===== config.mk =====
export PLATFORM = sky130hd
export DESIGN_NAME = bin_to_bcd_converter
export DESIGN_NICKNAME = d
export VERILOG_FILES = /design/src/rtl/bin_to_bcd_converter.sv
export SDC_FILE = /design/constraint.sdc
export NUM_CORES = 1
export LEC_CHECK = 0
export CAP_MARGIN = 0
export CORE_MARGIN = 1.5
export CORE_UTILIZATION = 58
export CTS_CLUSTER_SIZE = 16
export DETAILED_ROUTE_END_ITERATION = 10
export MAX_ROUTING_LAYER = met4
export PLACE_DENSITY = 0.86
export SYNTH_ARGS = -nofsm -noshare
export SYNTH_HDL_FRONTEND = slang
export SYNTH_SLANG_ARGS = --single-unit

===== constraint.sdc =====
create_clock -name clk -period 5.9 [get_ports clk]
set_clock_uncertainty 0.2 [all_clocks]
set_input_delay 1.18 -clock clk [delete_from_list [all_inputs] [get_ports clk]]
set_output_delay 1.18 -clock clk [all_outputs]
set_load 0.03 [all_outputs]

===== src/rtl/bin_to_bcd_converter.sv =====
// Sequential binary-to-BCD converter (shift-add-3, one bit per clock) for the
// seven-segment display path; outputs update atomically when a conversion ends.
module bin_to_bcd_converter #(
    parameter int WIDTH      = 32,
    parameter int DIGITS     = 8,
    parameter int INT_DIGITS = 10
) (
    input  logic                  clk,
    input  logic                  reset,
    input  logic [WIDTH-1:0]      number,
    input  logic                  refresh,
    output logic [4*DIGITS-1:0]   bcd,
    output logic [DIGITS-1:0]     digit_valid,
    output logic                  overflow,
    output logic                  busy,
    output logic                  done
);

    localparam int ACC_W = 4 * INT_DIGITS;
    localparam int CNT_W = $clog2(WIDTH + 1);

    typedef enum logic [1:0] {S_IDLE, S_SHIFT, S_DONE} state_t;

    state_t             state, state_next;
    logic [WIDTH-1:0]   last_number;
    logic [WIDTH-1:0]   shift_reg;
    logic [ACC_W-1:0]   acc;
    logic [ACC_W-1:0]   acc_adj;
    logic [CNT_W-1:0]   cnt;
    logic               load, shift_en, finish;
    logic [DIGITS-1:0]  mask_next;
    logic               ovf_next;

    function automatic logic [ACC_W-1:0] add3_digits(input logic [ACC_W-1:0] a);
        logic [ACC_W-1:0] r;
        r = a;
        for (int i = 0; i < INT_DIGITS; i++) begin
            if (a[4*i +: 4] >= 4'd5)
                r[4*i +: 4] = a[4*i +: 4] + 4'd3;
        end
        return r;
    endfunction

    // Bit i is set when digit i is at or below the most-significant nonzero digit.
    function automatic logic [DIGITS-1:0] lead_mask(input logic [4*DIGITS-1:0] d);
        logic [DIGITS-1:0] m;
        logic              seen;
        m    = '0;
        seen = 1'b0;
        for (int i = DIGITS - 1; i >= 0; i--) begin
            seen = seen | (d[4*i +: 4] != 4'd0);
            m[i] = seen;
        end
        m[0] = 1'b1;
        return m;
    endfunction

    assign acc_adj   = add3_digits(acc);
    assign mask_next = lead_mask(acc[4*DIGITS-1:0]);

    generate
        if (INT_DIGITS > DIGITS) begin : g_ovf
            assign ovf_next = |acc[ACC_W-1:4*DIGITS];
        end else begin : g_no_ovf
            assign ovf_next = 1'b0;
        end
    endgenerate

    always_ff @(posedge clk or posedge reset) begin
        if (reset) state <= S_IDLE;
        else       state <= state_next;
    end

    always_comb begin
        state_next = state;
        load       = 1'b0;
        shift_en   = 1'b0;
        finish     = 1'b0;
        case (state)
            S_IDLE: begin
                if ((number != last_number) || refresh) begin
                    load       = 1'b1;
                    state_next = S_SHIFT;
                end
            end
            S_SHIFT: begin
                shift_en = 1'b1;
                if (cnt == CNT_W'(WIDTH - 1))
                    state_next = S_DONE;
            end
            S_DONE: begin
                finish     = 1'b1;
                state_next = S_IDLE;
            end
            default: state_next = S_IDLE;
        endcase
    end

    // Outputs only change on the finish cycle, so the display never sees partial sums.
    always_ff @(posedge clk or posedge reset) begin
        if (reset) begin
            last_number <= '0;
            shift_reg   <= '0;
            acc         <= '0;
            cnt         <= '0;
            bcd         <= '0;
            digit_valid <= DIGITS'(1);
            overflow    <= 1'b0;
            busy        <= 1'b0;
            done        <= 1'b0;
        end else begin
            done <= finish;
            if (load) begin
                shift_reg   <= number;
                last_number <= number;
                acc         <= '0;
                cnt         <= '0;
                busy        <= 1'b1;
            end
            if (shift_en) begin
                acc       <= {acc_adj[ACC_W-2:0], shift_reg[WIDTH-1]};
                shift_reg <= {shift_reg[WIDTH-2:0], 1'b0};
                cnt       <= cnt + CNT_W'(1);
            end
            if (finish) begin
                bcd         <= acc[4*DIGITS-1:0];
                digit_valid <= mask_next;
                overflow    <= ovf_next;
                busy        <= 1'b0;
            end
        end
    end

endmodule


After elaboration in Yosys (flattened, before gate mapping)
Index checks and enable logic that the tools add are counted.
W data, S select, Z words.
- logic and storage cells: 81
- bits in registers: 154
- output and inout bits: 43
- $lt $le $gt $ge: 10
- $add $sub $neg: 11
- eq/ne operators: 6
- multiplexer cells: 25
- bitwise gates (word level): 6
- reductions and logical operators: 13
- operators with widths (operator ; number):
    $mux W40 ; 2
    $mux W32 ; 2
    $ge A4 B3 Y1 const B ; 10
    $add A4 B2 Y4 const B ; 9
    $mux W4 ; 9
    $ne A32 B32 Y1 ; 1
    $reduce_bool A4 Y1 ; 7
    $mux W6 ; 2
    $reduce_or A8 Y1 ; 1
    $add A6 B1 Y6 const B ; 1
    $eq A6 B5 Y1 const B ; 1
    $mux W1 ; 6
    $or A1 B1 Y1 ; 6
    $mux W2 ; 2
    $ne A2 B2 Y1 const B ; 2
    $pmux W2 S2 ; 1
    $reduce_bool A2 Y1 ; 2
    $add A3 B2 Y3 const B ; 1
    $mux W3 ; 1
    $eq A2 B1 Y1 const B ; 1
    $eq A2 B2 Y1 const B ; 1
    $logic_not A2 Y1 ; 1
    $reduce_and A2 Y1 ; 1
    $logic_or A1 B1 Y1 ; 1

Depth between registers and ports, before layout
Gate-level depths: netlist of the first run.
- depth after elaboration: 7
- mapped depth: 7

Worst setup path before layout of the first run
Ideal clock, no wire load.
- path type: input to register
- start: input number[21]
- end: register last_number[0]
- required time: 5575 ps
- library setup time: 125 ps
- stages on the path: 5
- path buffers: 0
- setup slack: 2867 ps
- data arrival time: 2708 ps
- cell sequence: xor2_1 > nor4_2 > nand4_2 > o31ai_4 > mux2_4
- longest elaborated chain between the ends: 4
- ends and longest elaborated chain (element ; line ; text):
    start: declaration ; 10 ; input logic [WIDTH-1:0] number,
    $ne A32 B32 Y1 ; 81 ; if ((number != last_number) || refresh) begin
    $logic_or A1 B1 Y1 ; 81 ;
    $mux W1 ; 81 ;
    $mux W1 ; 79 ; case (state)
    end signal: assignment ; 115 ; last_number <= number;
    end: declaration ; 25 ; logic [WIDTH-1:0] last_number;
No other way between the ends.
A chain may end at the register's enable or synchronous reset.

Worst setup path after layout of the first run
- start: input number[2]
- end: register last_number[1]
The elaborated chain is that of the path after synthesis.

==> flow_summary.json, run 1 <==
{
  "clk_latency_ns": 0.43,
  "cts_buffers": 17,
  "area_growth_pct": 19.48,
  "maxCapViolCount": 0,
  "die-area_mm2": 0.01449,
  "grt.total_usage_pct": 28.56,
  "fin_ws_ns": 2.089,
  "yosys.cell_types.count": 48,
  "ys.flop_type": "dfrtp_1",
  "yosys.area.top_type": "dfrtp_1",
  "setup_tns_ns": 0,
  "avgSynthCellArea_um2": 10.09,
  "cts_tree": "done",
  "placement_rows": 42,
  "cts_resized": 0,
  "vias_per_cell": 6.096,
  "ant_nets": 0,
  "fin_util_pct": 71.51,
  "postCtsHoldBufs": 0,
  "cts_root_buffer": "clkbuf_16",
  "grt-ovfl-total": 0,
  "clk_pin_slew_ns": 0.06,
  "ctsHtreeMaxLevel": 4,
  "synthesis.area_mm2": 0.007989,
  "regMostFlops": "acc",
  "synth.top_cells.by_area": "dfrtp_1 (48%), ha_1 (4.7%), o21ai_0 (4.4%), nand2_1 (3.3%), a22oi_1 (2.9%)",
  "synth_edf_count": 0,
  "seqPwrFrac_pct": 38.5,
  "drc_errors": 0,
  "drive_above_1_share_pct": 10.25,
  "timing_worst_setup_path_type": "in -> reg",
  "outcome": "finished clean",
  "cp_max_fo": 16,
  "largest_register_ffs": 40,
  "vias": 6364,
  "routedWlPerCell_um": 18.02,
  "fillers": 937,
  "maxSlewViolCount": 0,
  "grt_pass1_wl_mm": 31.73,
  "antenna_found_initial": 0,
  "yosysTopAreaCellShare_pct": 48.24,
  "max_freq_mhz": 262.4,
  "fin_area_mm2": 0.009545,
  "p_sw_share_pct": 31.85,
  "required_ns": 6.01,
  "routed_wl_mm": 18.82,
  "postPlaceCellArea_mm2": 0.008900,
  "p_clk_share_pct": 33.8,
  "p_per_area_mw_per_mm2": 373.0,
  "initial_core_util_pct": 59.85,
  "hold_viol_final": 0,
  "p_switching_uw": 1134,
  "firstDrtPassIters": 5,
  "port-buffer-count": 76,
  "fin_nets": 922,
  "grt_max_degree": 103,
  "combPwrFrac_pct": 27.7,
  "dp_hpwl_mm": 12.13,
  "drt_iter0_drc": 578,
  "tightest_slew_ns": 0.9273,
  "io_pins": 78,
  "post-route-min-period_ns": 3.811,
  "finalWeightedCongestion": 0.8339,
  "yosysSeqAreaShare_pct": 48.24,
  "fin_crit_sh_pct": 64.59,
  "rsz0062_at_grt": "no",
  "synth_seq_cells": 154,
  "max-vdd-ir-drop_v": 0.0002054,
  "diodes": 0,
  "syn_nets": 857,
  "grt_pass1_vias": 6440,
  "cts_sinks": 154,
  "core_area_mm2": 0.01335,
  "place_ws_ns": 1.732,
  "power.internal_uw": 2426,
  "die_h_um": 120.4,
  "syn_inst": 792,
  "post-cts-setup-buffers": 0,
  "synth_async_sr_flop_share_pct": 100.0,
  "end_kind": "register",
  "ys_warn_count": 0,
  "setup_viol": 0,
  "cp.arrival_ns": 3.93,
  "leakagePower_uw": 0.004152,
  "cts_buffer_depth": 2,
  "maxSlewHeadroom_pct": 38.18,
  "hold_class": "reg -> reg",
  "start_kind": "primary input",
  "die_w_um": 120.4
}
power groups by stage:
stage / Clock, uW / Combinational [uW] / Sequential (uW)
after floorplan: 0 / 414 / 1570
after global placement: 0 / 935 / 1380
after detailed placement: 0 / 966 / 1390
after CTS: 1210 / 992 / 1370
after global routing: 1260 / 1080 / 1390
final: 1200 / 985 / 1370
metrics by stage:
| stage | power [uW] | std cells | hold slack, ns |
|---|---|---|---|
| after CTS | 3573 | 1044 | 0.2733 |
| final | 3560 | 1044 | 0.2754 |
| after global routing | 3732 | 1044 | 0.2979 |
| after floorplan | 1985 | 792 | 0.2641 |
| after detailed placement | 2353 | 1014 | 0.2591 |
| after global placement | 2312 | 1014 | 0.2550 |
Yosys cell counts, types with 25 or more instances:
master	number
o211ai_1	30
nor2_1	25
ha_1	30
dfrtp_1	154
inv_1	62
nor2b_1	33
o21ai_0	71
a22oi_1	31
xor2_1	26
clkbuf_1	28
nand4_1	32
nand2_1	71
logic make-up after synthesis:
group,Yosys count,synth area share (%)
flip-flops,154,48.24
other,1,0.04694
AND/OR/NAND/NOR,219,14.69
buffers and inverters,112,5.748
AO/OA/AOI/OAI,200,17.18
multiplexers,40,5.450
adder cells (fa/ha/maj),30,4.699
XOR/XNOR,36,3.947
path summary, 6_finish.rpt:
path / start / endpoint / slack, ns / depth (start not counted)
setup / recovery: number[2] / last_number[1] / 2.09 / 7
hold / removal: digit_valid[4] / digit_valid[4] / 0.28 / 2
setup reg to reg: last_number[2] / last_number[1] / 2.92 / 6
hold reg to reg: digit_valid[4] / digit_valid[4] / 0.28 / 2
max in group asynchronous: reset / acc[27] / 3.43 / 3
min in group asynchronous: reset / bcd[1] / 1.12 / 2
critical path, stage by stage:
cell	delay [ns]
clkdlybuf4s50_1	0.52
nor2b_1	0.10
a2111oi_2	0.40
nand4_1	0.34
o31ai_4	0.77
buf_4	0.31
mux2_4	0.31
per-layer routing:
metal	up-vias	global-route usage (%)	part of all wire (%)	wire length [um]
li1	2932	-	-	-
met1	3135	35.97	42	7857
met2	245	45.21	50	9373
met3	52	5.943	5.6	1049
met4	0	12.13	2.8	535
met5	-	-	0	0
cells in the final DEF (no fill, tap or decap), types with 30 or more instances in the layout:
| cell type | n |
|---|---|
| o21ai_0 | 71 |
| nor2b_1 | 33 |
| nand2_1 | 71 |
| nand4_1 | 32 |
| clkdlybuf4s50_1 | 76 |
| dfrtp_1 | 154 |
| a22oi_1 | 31 |
| ha_1 | 30 |
| o211ai_1 | 30 |
| inv_1 | 61 |
area by class of cell:
class                           instances  area (um^2)  area share [%]
Clock buffer                           19        452.9           4.745
Clock inverter                         11        192.7           2.019
Inverter                               65        249.0           2.608
Multi-Input combinational cell        526         3689           38.64
Sequential cell                       154         3854           40.37
Tap cell                              176        220.2           2.307
Timing Repair Buffer                   93        888.4           9.307
No activity file was read; power rests on OpenSTA's default activity.
==> run 2: changes to the inputs <==
==> constraint.sdc (replaced) <==
create_clock -name clk -period 3.6 [get_ports clk]
set_clock_uncertainty 0.2 [all_clocks]
set_input_delay 0.72 -clock clk [delete_from_list [all_inputs] [get_ports clk]]
set_output_delay 0.72 -clock clk [all_outputs]
set_load 0.03 [all_outputs]
==> flow_summary.json, run 2 (same netlist as run 1, synthesis figures left out) <==
{
  "outcome": "finished clean",
  "max_freq_mhz": 334.4,
  "finalPower_uw": 5458,
  "cp.arrival_ns": 3.07,
  "rsz0062_at_grt": "no",
  "hold_viol_final": 0,
  "clk_pin_slew_ns": 0.06,
  "grt_pass1_wl_mm": 31.33,
  "io_pins": 78,
  "post-route-min-period_ns": 2.991,
  "holdWs_ns": 0.2812,
  "setup_viol": 0,
  "ant_nets": 0,
  "hold_class": "reg -> reg",
  "routedWlPerCell_um": 17.72,
  "setup_tns_ns": 0,
  "initial_core_util_pct": 59.85,
  "regMostFlops": "acc",
  "leakagePower_uw": 0.004129,
  "cp_max_fo": 20,
  "end_kind": "register",
  "drive_above_1_share_pct": 10.86,
  "combPwrFrac_pct": 29.5,
  "seqPwrFrac_pct": 41.1,
  "timing_worst_setup_path_type": "in -> reg",
  "fin_ws_ns": 0.6094,
  "hp-start": "busy",
  "placement_rows": 42,
  "fin_nets": 929,
  "start_kind": "primary input",
  "grt_pass1_vias": 6345,
  "postCtsHoldBufs": 0,
  "required_ns": 3.68,
  "diodes": 0,
  "fin_crit_sh_pct": 83.07,
  "firstDrtPassIters": 5,
  "place_ws_ns": 0.1957,
  "layout_commonest_cell": "dfrtp_1",
  "drt_iter0_drc": 597,
  "worst_r2r_startpoint": "state[0]",
  "cts_root_buffer": "clkbuf_16",
  "fin_util_pct": 71.08,
  "layout_common_cells": "dfrtp_1 (154), clkdlybuf4s50_1 (76), o21ai_0 (71)",
  "p_per_area_mw_per_mm2": 575.3,
  "clk_latency_ns": 0.43,
  "power.internal_uw": 3639,
  "grt_max_degree": 155,
  "vias": 6380,
  "die_w_um": 120.4,
  "finalWeightedCongestion": 0.8741,
  "max-vdd-ir-drop_v": 0.0002899,
  "cts_buffer_depth": 2,
  "cts_tree": "done",
  "maxSlewViolCount": 0,
  "ctsHtreeMaxLevel": 4,
  "die_h_um": 120.4,
  "cts_buffers": 17,
  "p_sw_share_pct": 33.32,
  "largest_register_ffs": 40,
  "die-area_mm2": 0.01449,
  "vias_per_cell": 6.070,
  "core_area_mm2": 0.01335,
  "startpoint": "number[28]",
  "grt.total_usage_pct": 28.20,
  "grt-ovfl-total": 0,
  "cts_resized": 0,
  "area_growth_pct": 18.76,
  "cts_sinks": 154,
  "tightest_slew_ns": 0.8875,
  "maxSlewHeadroom_pct": 40.83,
  "antenna_found_initial": 0,
  "drc_errors": 0,
  "routed_wl_mm": 18.63,
  "port-buffer-count": 76,
  "p_switching_uw": 1819,
  "maxCapViolCount": 0,
  "dp_hpwl_mm": 12.10,
  "post-cts-setup-buffers": 0,
  "p_clk_share_pct": 29.4
}
## run 2: cell count changes in the layout (fill, tap and decap cells not counted), sizes merged
cell | before | now
clkbuf | 19 | 22
clkinv | 3 | 6
buf | 17 | 24
inv | 66 | 63
clkinvlp | 2 | 4
bufinv | 5 | 0
## run 2: final cells by class
class / instances / area, um^2
clock buffers: 22 / 474.2
clock inverters: 8 / 47.55
fillers: 962 / 3860
inverters: 65 / 247.7
multi-input cells: 526 / 3691
flip-flops and latches: 154 / 3854
well taps: 176 / 220.2
repair buffers: 100 / 953.4
## run 2: path summary, 6_finish.rpt
path                            slack, ns  cells past startpoint         endpoint
worst min register to register       0.28                      2             busy
worst min-delay path                 0.28                      2             busy
min in group asynchronous            0.64                      3           bcd[1]
worst max-delay path                 0.61                      7           acc[5]
max in group asynchronous            1.86                      3  last_number[31]
worst max register to register       0.62                      5    shift_reg[30]
## run 2: per-layer routing
| metal | routed length, um | global-route usage, % | vias to the layer above |
|---|---|---|---|
| met2 | 9224 | 44.78 | 268 |
| met3 | 1170 | 6.557 | 37 |
| li1 | - | - | 2945 |
| met1 | 7937 | 36.35 | 3130 |
| met4 | 293 | 8.676 | 0 |
| met5 | 0 | - | - |
## run 2: critical path, stage by stage
cell and delay [ns]:
clkdlybuf4s50_1 0.56, xor2_1 0.23, nor3_1 0.12, and4_1 0.29, a31oi_4 0.60, buf_4 0.38
o22ai_1 0.15
## run 2: power by group through the flow
stage	combinational, uW	clock, uW	sequential, uW
finish	1610	1600	2250
global placement	1530	0	2260
CTS	1620	1620	2250
global route	1770	1680	2290
floorplan	680	0	2570
detailed placement	1590	0	2270
## run 2: metrics by stage
step                area (um^2)  std cells
detailed placement         8966       1021
finish                     9488       1051
global placement           8966       1021
floorplan                  7993        792
CTS                        9488       1051
global route               9488       1051
==> run 3: changes to the inputs <==
==> constraint.sdc (replaced) <==
create_clock -name clk -period 2.8 [get_ports clk]
set_clock_uncertainty 0.2 [all_clocks]
set_input_delay 0.56 -clock clk [delete_from_list [all_inputs] [get_ports clk]]
set_output_delay 0.56 -clock clk [all_outputs]
set_load 0.03 [all_outputs]
==> flow_summary.json, run 3 (same netlist as run 1, synthesis figures left out) <==
{
  "outcome": "finished clean",
  "rsz0062_at_grt": "no",
  "cts_buffer_depth": 2,
  "power.internal_uw": 5012,
  "maxSlewHeadroom_pct": 56.46,
  "end_kind": "register",
  "die_h_um": 120.4,
  "dp_hpwl_mm": 12.95,
  "tightest_slew_ns": 0.6516,
  "antenna_found_initial": 0,
  "fin_crit_sh_pct": 93.92,
  "reg2reg_to": "digit_valid[2]",
  "port-buffer-count": 76,
  "fillers": 895,
  "setup_viol": 0,
  "combPwrFrac_pct": 28.4,
  "timing_worst_setup_path_type": "in -> reg",
  "cp.arrival_ns": 2.73,
  "largest_register_ffs": 40,
  "multiInputGateArea_mm2": 0.003691,
  "hold_viol_final": 0,
  "cts_tree": "done",
  "cts_buffers": 17,
  "firstDrtPassIters": 5,
  "fin_area_mm2": 0.009933,
  "core_area_mm2": 0.01335,
  "area_growth_pct": 24.34,
  "fin_nets": 963,
  "leakagePower_uw": 0.004375,
  "clk_latency_ns": 0.43,
  "hp-start": "digit_valid[4]",
  "finalWeightedCongestion": 0.9230,
  "cts_resized": 0,
  "layout_commonest_cell": "dfrtp_1",
  "holdPathEnd": "digit_valid[4]",
  "regArea_mm2": 0.003854,
  "grt_pass1_wl_mm": 32.89,
  "cp_max_fo": 20,
  "ant_nets": 0,
  "p_switching_uw": 2404,
  "seqPwrFrac_pct": 39.0,
  "p_per_area_mw_per_mm2": 746.6,
  "p_sw_share_pct": 32.41,
  "rr_worst_depth": 7,
  "grt.total_usage_pct": 29.79,
  "drt_iter0_drc": 631,
  "p_clk_share_pct": 32.6,
  "drive_above_1_share_pct": 14.49,
  "max-vdd-ir-drop_v": 0.0004250,
  "placement_rows": 42,
  "max_freq_mhz": 380.3,
  "grt-ovfl-total": 0,
  "grt_pass1_vias": 6644,
  "place_ws_ns": -0.1978,
  "clk_pin_slew_ns": 0.06,
  "initial_core_util_pct": 59.85,
  "diodes": 0,
  "drc_errors": 0,
  "post-cts-setup-buffers": 0,
  "die_w_um": 120.4,
  "hold_class": "reg -> reg",
  "grt_max_degree": 83,
  "routed_wl_mm": 19.96,
  "fin_util_pct": 74.42,
  "io_pins": 78,
  "reg2reg_slack_ns": 0.19,
  "post-route-min-period_ns": 2.630,
  "start_kind": "primary input",
  "postPlaceCellArea_mm2": 0.009309,
  "worst_r2r_startpoint": "acc[28]",
  "vias_per_cell": 6.115,
  "cts_root_buffer": "clkbuf_16",
  "cts_sinks": 154,
  "routedWlPerCell_um": 18.36,
  "die-area_mm2": 0.01449,
  "holdPathStages": 2,
  "required_ns": 2.90,
  "fin_ws_ns": 0.1702,
  "layout_common_cells": "dfrtp_1 (154), clkdlybuf4s50_1 (76), o21ai_0 (71)",
  "regMostFlops": "acc",
  "maxSlewViolCount": 0,
  "maxCapViolCount": 0,
  "vias": 6647,
  "postCtsHoldBufs": 0,
  "ctsHtreeMaxLevel": 4
}
## run 3: changes by cell type in the layout (fill, tap and decap cells not counted), moves of 2 or more
cell and change:
clkinv_4 +2, bufinv_16 +3, buf_4 +27, buf_12 +7
clkinv_2 -3
## run 3: per-stage QoR
step | total power [uW] | hold slack [ns] | setup TNS, ns | instances
2_1_floorplan | 4184 | 0.2641 | 0 | 792
3_3_place_gp | 4895 | 0.2556 | -8.223 | 1055
3_5_place_dp | 4985 | 0.2681 | -10.56 | 1055
4_1_cts | 7429 | 0.2808 | 0 | 1087
5_1_grt | 7747 | 0.2860 | 0 | 1087
6_report | 7416 | 0.2735 | 0 | 1087
## run 3: power by group through the flow
stage	clock, uW	sequential (uW)	combinational [uW]
after floorplan	0	3310	874
after global placement	0	2900	2000
after detailed placement	0	2920	2070
after CTS	2430	2890	2110
after global routing	2520	2940	2290
final	2420	2890	2110
## run 3: metal layers
layer,vias up,share of wire [%],track usage [%]
met5,-,0,-
li1,3011,-,-
met4,0,3.3,12.57
met2,274,50,48.05
met1,3300,42,37.46
met3,62,5.4,5.094
## run 3: worst max path at each step
stage,start,endpoint,slack [ns],depth (start not counted)
after floorplan,reset,acc[0],0.1,1
after global placement,number[2],shift_reg[4],-0.21,8
after detailed placement,number[2],shift_reg[4],-0.20,8
after CTS,number[2],shift_reg[4],0.21,8
after global routing,acc[28],digit_valid[2],0.08,7
final,number[15],shift_reg[4],0.17,8
## run 3: layout make-up
cell class	count	area share, %
inverter	65	2.494
multi-input combinational	526	37.16
sequential	154	38.80
timing repair buffer	134	13.05
clock buffer	22	4.875
tap	176	2.217
clock inverter	10	1.411
## run 3: critical path, cell delays in order
cell             delay (ns)
clkdlybuf4s50_1        0.50
xor2_1                 0.21
nor4_2                 0.36
nand4_2                0.23
buf_4                  0.21
nor3_2                 0.31
buf_12                 0.21
o211ai_1               0.12
